### config.mk
export PLATFORM = sky130hd
export DESIGN_NAME = string_length_sequencer
export DESIGN_NICKNAME = d
export VERILOG_FILES = /design/src/rtl/strlen_pkg.sv /design/src/rtl/length_finder.sv /design/src/rtl/string_length_sequencer.sv
export SDC_FILE = /design/constraint.sdc
export NUM_CORES = 1
export LEC_CHECK = 0
export CAP_MARGIN = 20
export CORE_MARGIN = 2
export CORE_UTILIZATION = 49
export DETAILED_ROUTE_END_ITERATION = 12
export PLACE_DENSITY = 0.79
export SLEW_MARGIN = 20
export SYNTH_ARGS = -nofsm -noshare
export SYNTH_HDL_FRONTEND = slang
export SYNTH_HIERARCHICAL = 1
export SYNTH_SLANG_ARGS = --single-unit
### constraint.sdc
create_clock -name clk -period 3 [get_ports clk]
set_input_delay 0.9 -clock clk [delete_from_list [all_inputs] [get_ports clk]]
set_output_delay 0.9 -clock clk [all_outputs]
set_load 0.02 [all_outputs]
### src/rtl/strlen_pkg.sv
// Shared definitions for the string length sequencer: FSM encoding and word geometry.
package strlen_pkg;

    localparam int unsigned WORD_W         = 64;
    localparam int unsigned BYTES_PER_WORD = 8;
    localparam logic [3:0]  FULL_WORD_LEN  = 4'd8;

    typedef enum logic [2:0] {
        ST_IDLE = 3'd0,
        ST_REQ  = 3'd1,
        ST_WAIT = 3'd2,
        ST_EVAL = 3'd3,
        ST_DONE = 3'd4
    } state_t;

endpackage

### src/rtl/length_finder.sv
// Combinational byte scan: index of the lowest 0x00 byte in a 64-bit word, 8 when none.
module length_finder
    import strlen_pkg::*;
(
    input  logic [WORD_W-1:0] str,
    output logic [3:0]        len
);

    logic found_s;

    // Lowest-index null byte wins; bytes above it are don't-care
    always_comb begin
        len     = FULL_WORD_LEN;
        found_s = 1'b0;
        for (int i = 0; i < int'(BYTES_PER_WORD); i++) begin
            if (!found_s && (str[i*8 +: 8] == 8'h00)) begin
                len     = 4'(i);
                found_s = 1'b1;
            end else begin
                found_s = found_s;
            end
        end
    end

endmodule

### src/rtl/string_length_sequencer.sv
// Fetches consecutive memory words and sums their string lengths until a null byte or word limit.
// Optional WAIT watchdog is built when STRLEN_SEQ_TIMEOUT_EN is defined.
module string_length_sequencer
    import strlen_pkg::*;
#(
    parameter int unsigned ADDR_W         = 8,
    parameter int unsigned MAX_WORDS      = 16,
    parameter int unsigned LEN_W          = 8,
    parameter int unsigned TIMEOUT_CYCLES = 64
) (
    input  logic              clk,
    input  logic              rst_n,
    input  logic              start,
    input  logic [ADDR_W-1:0] base_addr,
    output logic              busy,
    output logic              done,
    output logic [LEN_W-1:0]  total_len,
    output logic              overflow,
    output logic              timeout,
    output logic              mem_rd_en,
    output logic [ADDR_W-1:0] mem_addr,
    input  logic              mem_rd_valid,
    input  logic [WORD_W-1:0] mem_rd_data
);

    localparam int unsigned CNT_W = $clog2(MAX_WORDS) + 1;

    state_t              state_q, state_d;
    logic [ADDR_W-1:0]   addr_q, addr_d;
    logic [CNT_W-1:0]    cnt_q, cnt_d;
    logic [WORD_W-1:0]   word_q, word_d;
    logic [LEN_W-1:0]    total_len_q, total_len_d;
    logic                overflow_q, overflow_d;
    logic                timeout_q, timeout_d;
    logic                busy_q, busy_d;
    logic                done_q, done_d;
    logic                mem_rd_en_q, mem_rd_en_d;
    logic [3:0]          word_len;

`ifdef STRLEN_SEQ_TIMEOUT_EN
    localparam int unsigned TO_W = $clog2(TIMEOUT_CYCLES) + 1;
    logic [TO_W-1:0]     wait_cnt_q, wait_cnt_d;
`endif

    length_finder u_length_finder (
        .str (word_q),
        .len (word_len)
    );

    // Next-state, datapath updates, and next-cycle output decode
    always_comb begin
        state_d     = state_q;
        addr_d      = addr_q;
        cnt_d       = cnt_q;
        word_d      = word_q;
        total_len_d = total_len_q;
        overflow_d  = overflow_q;
        timeout_d   = timeout_q;
`ifdef STRLEN_SEQ_TIMEOUT_EN
        wait_cnt_d  = wait_cnt_q;
`endif

        case (state_q)
            ST_IDLE: begin
                if (start) begin
                    addr_d      = base_addr;
                    cnt_d       = {CNT_W{1'b0}};
                    total_len_d = {LEN_W{1'b0}};
                    overflow_d  = 1'b0;
                    timeout_d   = 1'b0;
                    state_d     = ST_REQ;
                end else begin
                    state_d     = ST_IDLE;
                end
            end
            ST_REQ: begin
`ifdef STRLEN_SEQ_TIMEOUT_EN
                wait_cnt_d = {TO_W{1'b0}};
`endif
                state_d = ST_WAIT;
            end
            ST_WAIT: begin
                if (mem_rd_valid) begin
                    word_d  = mem_rd_data;
                    state_d = ST_EVAL;
`ifdef STRLEN_SEQ_TIMEOUT_EN
                end else if (wait_cnt_q == TO_W'(TIMEOUT_CYCLES - 1)) begin
                    timeout_d = 1'b1;
                    state_d   = ST_DONE;
                end else begin
                    wait_cnt_d = wait_cnt_q + TO_W'(1);
                    state_d    = ST_WAIT;
                end
`else
                end else begin
                    state_d = ST_WAIT;
                end
`endif
            end
            ST_EVAL: begin
                total_len_d = total_len_q + LEN_W'(word_len);
                if (word_len < FULL_WORD_LEN) begin
                    state_d = ST_DONE;
                end else if (cnt_q == CNT_W'(MAX_WORDS - 1)) begin
                    overflow_d = 1'b1;
                    state_d    = ST_DONE;
                end else begin
                    // Address rolls over naturally at the top of memory
                    addr_d  = addr_q + ADDR_W'(1);
                    cnt_d   = cnt_q + CNT_W'(1);
                    state_d = ST_REQ;
                end
            end
            ST_DONE: begin
                state_d = ST_IDLE;
            end
            default: begin
                state_d = ST_IDLE;
            end
        endcase

        // Outputs are decoded from the next state so they register in step with it
        busy_d      = (state_d != ST_IDLE);
        done_d      = (state_d == ST_DONE);
        mem_rd_en_d = (state_d == ST_REQ);
    end

    // State and datapath registers with synchronous active-low reset
    always_ff @(posedge clk) begin
        if (!rst_n) begin
            state_q     <= ST_IDLE;
            addr_q      <= {ADDR_W{1'b0}};
            cnt_q       <= {CNT_W{1'b0}};
            word_q      <= {WORD_W{1'b0}};
            total_len_q <= {LEN_W{1'b0}};
            overflow_q  <= 1'b0;
            timeout_q   <= 1'b0;
            busy_q      <= 1'b0;
            done_q      <= 1'b0;
            mem_rd_en_q <= 1'b0;
        end else begin
            state_q     <= state_d;
            addr_q      <= addr_d;
            cnt_q       <= cnt_d;
            word_q      <= word_d;
            total_len_q <= total_len_d;
            overflow_q  <= overflow_d;
            timeout_q   <= timeout_d;
            busy_q      <= busy_d;
            done_q      <= done_d;
            mem_rd_en_q <= mem_rd_en_d;
        end
    end

`ifdef STRLEN_SEQ_TIMEOUT_EN
    // WAIT watchdog counter
    always_ff @(posedge clk) begin
        if (!rst_n) begin
            wait_cnt_q <= {TO_W{1'b0}};
        end else begin
            wait_cnt_q <= wait_cnt_d;
        end
    end
`endif

    assign busy      = busy_q;
    assign done      = done_q;
    assign total_len = total_len_q;
    assign overflow  = overflow_q;
    assign timeout   = timeout_q;
    assign mem_rd_en = mem_rd_en_q;
    assign mem_addr  = addr_q;

endmodule

==> results of run 1 <==
[through the flow]
stage / utilization [%] / power (W) / worst slack (ns) / cell area, sq um
CTS: 66.4 / 0.00259 / 0.212 / 5070
floorplan: - / 0.00158 / 0.431 / 3850
detailed placement: 63.7 / 0.00177 / 0.244 / 4870
global placement: 63.7 / 0.00176 / 0.323 / 4870
finish: 66.4 / 0.00258 / 0.217 / 5070
global route: 66.4 / 0.00269 / 0.0473 / 5070
[final timing paths]
kind              start            to  slack, ns  cells past startpoint
max          word_q[53]  total_len[6]       0.22                     10
min          word_q[18]    word_q[18]       0.46                      2
max reg2reg  word_q[53]  total_len[6]       0.22                     10
min reg2reg  word_q[18]    word_q[18]       0.46                      2
[per-layer routing]
layer	wire (um)	global-route usage, %
met1	3930	25.5
met2	4270	36.9
met3	520	3.66
met4	105	8.33
met5	0	0
[worst register-to-register path, delay by kind of cell (launching register included)]
kind	cells	cell delay (ns)
flip-flops	1	0.32
AO/OA/AOI/OAI	6	1.03
AND/OR/NAND/NOR	2	0.69
adder cells (fa/ha/maj)	2	0.64
[kinds of logic (layout without fill, tap and decap cells)]
| family | after synthesis | in the layout |
|---|---|---|
| xor gates and xnor gates | 2 | 2 |
| and+or+nand+nor | 221 | 221 |
| DFF | 92 | 92 |
| muxes | 2 | 2 |
| AOI/OAI and AO/OA | 120 | 120 |
| adders and majority gates | 8 | 8 |
| other | 1 | 1 |
| buffers and inverters | 35 | 123 |
[final cells by class]
class                   count  area share (%)
multi-input cells         354            36.4
flip-flops and latches     92            36.3
repair buffers            104            20.6
clock buffers              11            2.79
well taps                 102            2.51
clock inverters             5            1.18
inverters                   3           0.222
[state kept, by name (all words and copies together), names as in the netlist]
signal / flops
overflow: 1
done: 1
mem_rd_en: 1
mem_addr: 8
word_q: 64
state_q: 3
cnt_q: 5
busy: 1
total_len: 8
[synthesized netlist by cell type, drive strengths merged, types with 4 or more instances]
cell	count	share of area, %
nand2	154	15
dfxtp	92	48
a21oi	73	9.5
nor2	18	2.0
clkbuf	17	1.7
buf	15	2.3
nor4	12	2.0
o21ai	11	1.4
ha	7	2.3
or4	7	1.6
o211ai	6	1.2
nand3	5	0.65
a211oi	4	0.78
a21o	4	0.81
and2	4	0.65
[report_power, final]
part           switching (W)  total, W  internal, W
Sequential         0.0000426   0.00132      0.00127
Combinational       0.000213  0.000426     0.000213
Clock               0.000421  0.000832     0.000411
Total               0.000677   0.00258      0.00190
==> flow_summary.yaml, run 1 <==
layout:
  fillers: 639
  layout.nets: 648
  n_antenna_cell: 0
  drive_above_1_share_pct: 6.50
  final_common_cell: "nand2_1"
  final-instance-count-excl-fill: 671
  seq_area_sq_um: 1840
  multi_input_area_sq_um: 1850
  most-common-layout-cells: "nand2_1, clkdlybuf4s50_1, dfxtp_1, a21oi_1, nor2_1"
  area_growth_pct: 31.9
routing:
  drt_iter0_drc: 177
  ant_nets: 0
  dr_total_vias: 3604
  drc: 0
  drtPass1Iterations: 4
  wl_um: 8830
  post_drt_via_cell_ratio: 5.37
  wl_per_cell_um: 13.2
logic_synthesis:
  syn_area_sq_um: 3850
  synth_compound_gate_area_share_pct: 18.3
  yosysWarnings: 6
  synth-xor-area-share_pct: 0.455
  synth-seq-cells: 92
  yosys.area_share.adder_pct: 2.80
  syn_nets: 565
  synth_ff_type: "dfxtp_1"
  async_flop_share_pct: 0
  synthMuxAreaShare_pct: 0.553
  synth_top_family_by_area: "simple AND/OR/NAND/NOR gates"
  ys_types: 56
  postSynthCellCount: 481
  synth_edf_count: 0
  yosys.area_share.simple_pct: 25.7
  syn_area_per_cell_sq_um: 8.00
  ys_seq_area_share_pct: 47.9
critical_path:
  crit_required_ns: 3.25
  path_buf_inv: 0
  crit_path_cell_trace: "or4_4 -> nor2_4 -> o31ai_1 -> a32o_1 -> ha_1 -> fa_1 -> a21o_1 -> a21oi_1 -> o211ai_1 -> o41ai_1"
  crit_type: "reg2reg"
  cp-start-kind: "flop"
  worstPathArrival_ns: 3.03
  worst_path_largest_cell_delay_ns: 0.54
  critPathCaptureType: "flop"
  cp_top_family: "compound AO/OA/AOI/OAI gates"
  crit_slowest_cell: "or4_4"
  cp_max_fo: 4
sta:
  fin_crit_ns: 2.78
  rsz0062_at_grt: "no"
  setup_viol: 0
  setup_tns_ns: 0
  fmax_ghz: 0.359
  hold_slack_ns: 0.460
  slew-limit-headroom_pct: 60.2
  fin_worst_skew_ns: 0.00867
  fin_crit_sh_pct: 92.8
  tightest_slew_ns: 0.595
  finalHoldViolCount: 0
  slew_viol_final: 0
pwr:
  leakage_nw: 1.83
  power_density_nw_per_um2: 508
  vdd_drop_max_uv: 235
die:
  dieHeight_um: 92.6
  die_area_sq_um: 8580
  fp.dieW_um: 92.6
  start_util_pct: 50.3
  row_count: 32
  coreArea_sq_um: 7650
  io_pins: 97
placed_design:
  place.detailed.hpwl_um: 6290
  dpl.cell_count: 655
  portBuffers: 95
  gp_congestion: 0.850
grt:
  antenna_found_initial: 0
  grt_pass1_wl_um: 14800
  first_global_vias: 3396
  grt_max_degree: 66
  grt_overflow: 0
  track_usage_pct: 21.0
clocking:
  path_clk_slew_ns: 0.09
  cts_tree: "done"
  cts_buffers: 9
  clk_path_buf_depth: 2
  worstSkewPairLatency_ns: 0.35
  cts_resized: 0
  h-tree-depth: 3
  cts_setup_buffers: 0
  cts_sinks: 92
  root_buffer: "clkbuf_8"
  hold_buffers: 0
job:
  drv_cap: 0
worst_hold_path:
  hold_class: "reg2reg"
run_status:
  status: "completed"
(Power assumes the default switching activity.)
==> run 2: changes to the inputs <==
--- a/config.mk
+++ b/config.mk
@@ -6,7 +6,7 @@
 export NUM_CORES = 1
 export LEC_CHECK = 0
 export CAP_MARGIN = 20
-export CORE_MARGIN = 2
+export CORE_MARGIN = 5
 export CORE_UTILIZATION = 49
 export DETAILED_ROUTE_END_ITERATION = 12
 export PLACE_DENSITY = 0.79
@@ -15,3 +15,4 @@
 export SYNTH_HDL_FRONTEND = slang
 export SYNTH_HIERARCHICAL = 1
 export SYNTH_SLANG_ARGS = --single-unit
+export TNS_END_PERCENT = 1
==> run 2 against run 1 <==
Die area increased by 13%. Combinational power is essentially flat. Sequential share of layout area about the same. Core utilization shrank 0.26 points. Setup slack got worse by 0.045 ns. Sequential power hardly changed. Cell area increased by 0.12%. Critical path type unchanged. Critical endpoint is now total_len[4]. Highest routed layer unchanged.
==> flow_summary.yaml, run 2 (synthesis gave the netlist of run 1 again) <==
clocking:
  cts_resized: 0
  cts_sinks: 92
  root_buffer: "clkbuf_8"
  worstSkewPairLatency_ns: 0.35
  hold_buffers: 0
  cts_buffers: 9
  cts_tree: "done"
  cts_setup_buffers: 0
  path_clk_slew_ns: 0.09
  clk_path_buf_depth: 2
  h-tree-depth: 3
die:
  io_pins: 97
  coreArea_sq_um: 7690
  dieHeight_um: 98.6
  fp.dieW_um: 98.6
  row_count: 32
  die_area_sq_um: 9720
  start_util_pct: 50.0
sta:
  fin_crit_sh_pct: 94.3
  finalHoldViolCount: 0
  hold_slack_ns: 0.456
  slew-limit-headroom_pct: 61.3
  setup_viol: 0
  rsz0062_at_grt: "no"
  fmax_ghz: 0.354
  setup_tns_ns: 0
  tightest_slew_ns: 0.579
  fin_crit_ns: 2.83
  slew_viol_final: 0
  fin_worst_skew_ns: 0.00738
critical_path:
  cp-startpoint: "word_q[29]"
  cp-start-kind: "flop"
  crit_path_cell_trace: "nor4_1 -> nand2_1 -> and4_1 -> a32o_1 -> ha_1 -> fa_1 -> a21o_1 -> a21oi_1 -> o211ai_1 -> o31ai_1"
  cp_top_family: "compound AO/OA/AOI/OAI gates"
  worst_path_largest_cell_delay_ns: 0.43
  worstReg2RegStart: "word_q[29]"
  worstPathArrival_ns: 3.09
  path_buf_inv: 0
  crit_type: "reg2reg"
  cp_max_fo: 4
  critPathCaptureType: "flop"
  crit_required_ns: 3.26
  crit_slowest_cell: "fa_1"
placed_design:
  dpl.cell_count: 653
  place.detailed.hpwl_um: 6580
  portBuffers: 95
  dpl-instance-area_sq_um: 4870
  gp_congestion: 0.783
layout:
  area_growth_pct: 32.1
  layout.cell_area.non_filler_sq_um: 5080
  n_antenna_cell: 0
  regMostFlops: "word_q"
  largest_register_ffs: 64
  drive_above_1_share_pct: 6.35
  most-common-layout-cells: "nand2_1, clkdlybuf4s50_1, dfxtp_1, a21oi_1, nor2_1"
  fillers: 679
  layout.nets: 646
  final-instance-count-excl-fill: 669
  utilization_pct: 66.1
  final_common_cell: "nand2_1"
grt:
  antenna_found_initial: 0
  grt_overflow: 0
  first_global_vias: 3316
  grt_pass1_wl_um: 15000
  grt_max_degree: 66
  track_usage_pct: 18.4
routing:
  dr_total_vias: 3570
  drc: 0
  post_drt_via_cell_ratio: 5.34
  ant_nets: 0
  drt_iter0_drc: 139
  drtPass1Iterations: 4
  wl_um: 9010
  wl_per_cell_um: 13.5
pwr:
  vdd_drop_max_uv: 284
  leakage_nw: 1.83
  power_density_nw_per_um2: 511
run_status:
  status: "completed"
job:
  drv_cap: 0
worst_hold_path:
  min_from: "word_q[57]"
  hold_class: "reg2reg"
run 2: path summary, 6_finish.rpt:
check	to	slack (ns)	cells after the start
worst max-delay path	total_len[4]	0.17	10
worst min-delay path	word_q[57]	0.46	2
worst max register to register	total_len[4]	0.17	10
worst min register to register	word_q[57]	0.46	2
run 2: stage by stage:
step           power (W)  setup WS, ns
3_3_place_gp     0.00176         0.292
6_report         0.00260         0.172
2_1_floorplan    0.00158         0.431
4_1_cts          0.00262         0.199
3_5_place_dp     0.00177         0.227
5_1_grt          0.00272        0.0317
run 2: report_power, final:
group	internal [W]	total, W	switching [W]
Sequential	0.00127	0.00132	0.0000438
Clock	0.000432	0.000853	0.000421
Combinational	0.000213	0.000425	0.000212
run 2: worst reg2reg max path, stage by stage, from the launching register on:
cell,delay (ns)
dfxtp_1,0.32
nor4_1,0.39
nand2_1,0.18
and4_1,0.25
a32o_1,0.25
ha_1,0.22
fa_1,0.43
a21o_1,0.18
a21oi_1,0.30
o211ai_1,0.15
o31ai_1,0.08
run 2: layout make-up:
| type | instances | area [sq um] | share of cell area [%] |
|---|---|---|---|
| tap | 102 | 128 | 2.51 |
| sequential | 92 | 1840 | 36.2 |
| timing repair buffer | 102 | 1040 | 20.5 |
| inverter | 3 | 11.3 | 0.222 |
| clock buffer | 11 | 151 | 2.98 |
| clock inverter | 5 | 58.8 | 1.16 |
| multi-input combinational | 354 | 1850 | 36.4 |
run 2: metal layers:
metal / wire, um / track usage (%) / part of all wire [%] / vias to the layer above
met4: 93 / 5.04 / 1.0 / 0
met5: 0 / 0 / 0 / -
met3: 573 / 4.03 / 6.4 / 11
li1: - / - / - / 1821
met2: 4360 / 31.7 / 48 / 108
met1: 3980 / 23.4 / 44 / 1630
==> run 3: changes to the inputs <==
--- a/config.mk
+++ b/config.mk
@@ -7,9 +7,11 @@
 export LEC_CHECK = 0
 export CAP_MARGIN = 20
 export CORE_MARGIN = 5
-export CORE_UTILIZATION = 49
+export CORE_UTILIZATION = 50
+export CTS_CLUSTER_DIAMETER = 60
 export DETAILED_ROUTE_END_ITERATION = 12
-export PLACE_DENSITY = 0.79
+export HOLD_SLACK_MARGIN = 0.06
+export PLACE_DENSITY = 0.8
 export SLEW_MARGIN = 20
 export SYNTH_ARGS = -nofsm -noshare
 export SYNTH_HDL_FRONTEND = slang
==> constraint.sdc (replaced) <==
create_clock -name clk -period 3.6 [get_ports clk]
set_input_delay 1.08 -clock clk [delete_from_list [all_inputs] [get_ports clk]]
set_output_delay 1.08 -clock clk [all_outputs]
set_load 0.02 [all_outputs]
==> run 3 against run 2 <==
Cell area is 0.57% lower. Global-route usage is 0.39 points higher. Hold slack better by 0.0014 ns. Critical path type unchanged.
==> flow_summary.yaml, run 3 (synthesis gave the netlist of run 1 again) <==
clocking:
  clk_path_buf_depth: 2
  cts_tree: "done"
  cts_buffers: 9
  worstSkewPairLatency_ns: 0.36
  cts_setup_buffers: 0
  hold_buffers: 0
  cts_resized: 0
  cts_sinks: 92
  path_clk_slew_ns: 0.10
  root_buffer: "clkbuf_8"
  h-tree-depth: 3
job:
  drv_cap: 0
routing:
  ant_nets: 0
  drtPass1Iterations: 4
  post_drt_via_cell_ratio: 5.36
  drc: 0
  dr_total_vias: 3578
  wl_per_cell_um: 13.7
  drt_iter0_drc: 208
  wl_um: 9110
grt:
  first_global_vias: 3416
  grt_overflow: 0
  grt_max_degree: 66
  grt_pass1_wl_um: 15100
  track_usage_pct: 18.8
  antenna_found_initial: 0
placed_design:
  post-place-ws_ns: 0.668
  dpl-instance-area_sq_um: 4830
  portBuffers: 95
  gp_congestion: 0.776
  place.detailed.hpwl_um: 6420
critical_path:
  crit_required_ns: 3.87
  worstRegToRegCells: 10
  reg2reg_slack_ns: 0.73
  worstPathArrival_ns: 3.14
  critPathCaptureType: "flop"
  r2r_end: "total_len[4]"
  worstSetupEndpoint: "total_len[4]"
  cp-startpoint: "word_q[17]"
  cp_max_fo: 4
  worstReg2RegStart: "word_q[17]"
  crit_type: "reg2reg"
  cp-start-kind: "flop"
sta:
  slew-limit-headroom_pct: 56.8
  slew_viol_final: 0
  fmax_ghz: 0.348
  tightest_slew_ns: 0.647
  setup_ws_ns: 0.729
  fin_crit_sh_pct: 79.7
  setup_tns_ns: 0
  fin_crit_ns: 2.87
  finalHoldViolCount: 0
  rsz0062_at_grt: "no"
  setup_viol: 0
  fin_worst_skew_ns: 0.0139
layout:
  area_growth_pct: 31.3
  utilization_pct: 66.4
  drive_above_1_share_pct: 5.84
  final_common_cell: "nand2_1"
  n_antenna_cell: 0
  most-common-layout-cells: "nand2_1, clkdlybuf4s50_1, dfxtp_1, a21oi_1, nor2_1"
  regMostFlops: "word_q"
  layout.nets: 644
  largest_register_ffs: 64
  layout.cell_area.non_filler_sq_um: 5050
die:
  start_util_pct: 50.6
  row_count: 32
  fp.dieW_um: 97.7
  io_pins: 97
  dieHeight_um: 97.7
  coreArea_sq_um: 7610
  die_area_sq_um: 9550
pwr:
  p_switching_w: 0.000580
  power_density_nw_per_um2: 438
  vdd_drop_max_uv: 227
  leakage_nw: 1.82
  pwr-share-clk_pct: 34.9
  p_comb_share_pct: 15.5
  seq_power_share_pct: 49.6
  internal-power_w: 0.00163
  switching_share_pct: 26.2
run_status:
  status: "completed"
worst_hold_path:
  hold_class: "reg2reg"
[run 3: layer usage]
metal | track usage (%) | part of all wire, %
met5 | 0 | 0
met2 | 31.2 | 48
met3 | 4.52 | 5.7
met4 | 7.67 | 1.7
met1 | 23.6 | 45
[run 3: power groups by stage]
| stage | registers, W | clock network, W | logic [W] |
|---|---|---|---|
| floorplan | 0.00112 | 0 | 0.000195 |
| global placement | 0.00112 | 0 | 0.000338 |
| detailed placement | 0.00112 | 0 | 0.000344 |
| CTS | 0.00110 | 0.000782 | 0.000346 |
| global route | 0.00110 | 0.000831 | 0.000380 |
| finish | 0.00110 | 0.000771 | 0.000344 |
[run 3: worst min path at each step]
stage          slack [ns]  startpoint  cells past startpoint    endpoint
2_1_floorplan        0.43  word_q[58]                      2  word_q[58]
5_1_grt              0.48   word_q[4]                      2   word_q[4]
4_1_cts              0.46   word_q[2]                      2   word_q[2]
3_5_place_dp         0.45  word_q[61]                      2  word_q[61]
3_3_place_gp         0.44  word_q[62]                      2  word_q[62]
6_report             0.46  word_q[28]                      2  word_q[28]
[run 3: layout make-up]
type                       count  area (sq um)
multi-input combinational    354          1850
clock inverter                 6          93.8
sequential                    92          1840
timing repair buffer         100          1000
inverter                       3          11.3
tap                          102           128
fill                         662          2550
clock buffer                  10           128
[run 3: through the flow]
stage          power [W]  instances  hold slack (ns)
2_1_floorplan    0.00132        481            0.431
3_3_place_gp     0.00146        651            0.440
3_5_place_dp     0.00146        651            0.445
4_1_cts          0.00222        667            0.461
5_1_grt          0.00231        667            0.479
6_report         0.00221        667            0.458
[run 3: critical path, stage by stage, from the launching register on]
cell and delay (ns):
dfxtp_1 0.33, nor4_1 0.45, nand2_1 0.13, and4_1 0.25
a32o_1 0.26, ha_1 0.22, fa_1 0.42, a21o_1 0.18
a21oi_1 0.29, o211ai_1 0.15, o31ai_1 0.09
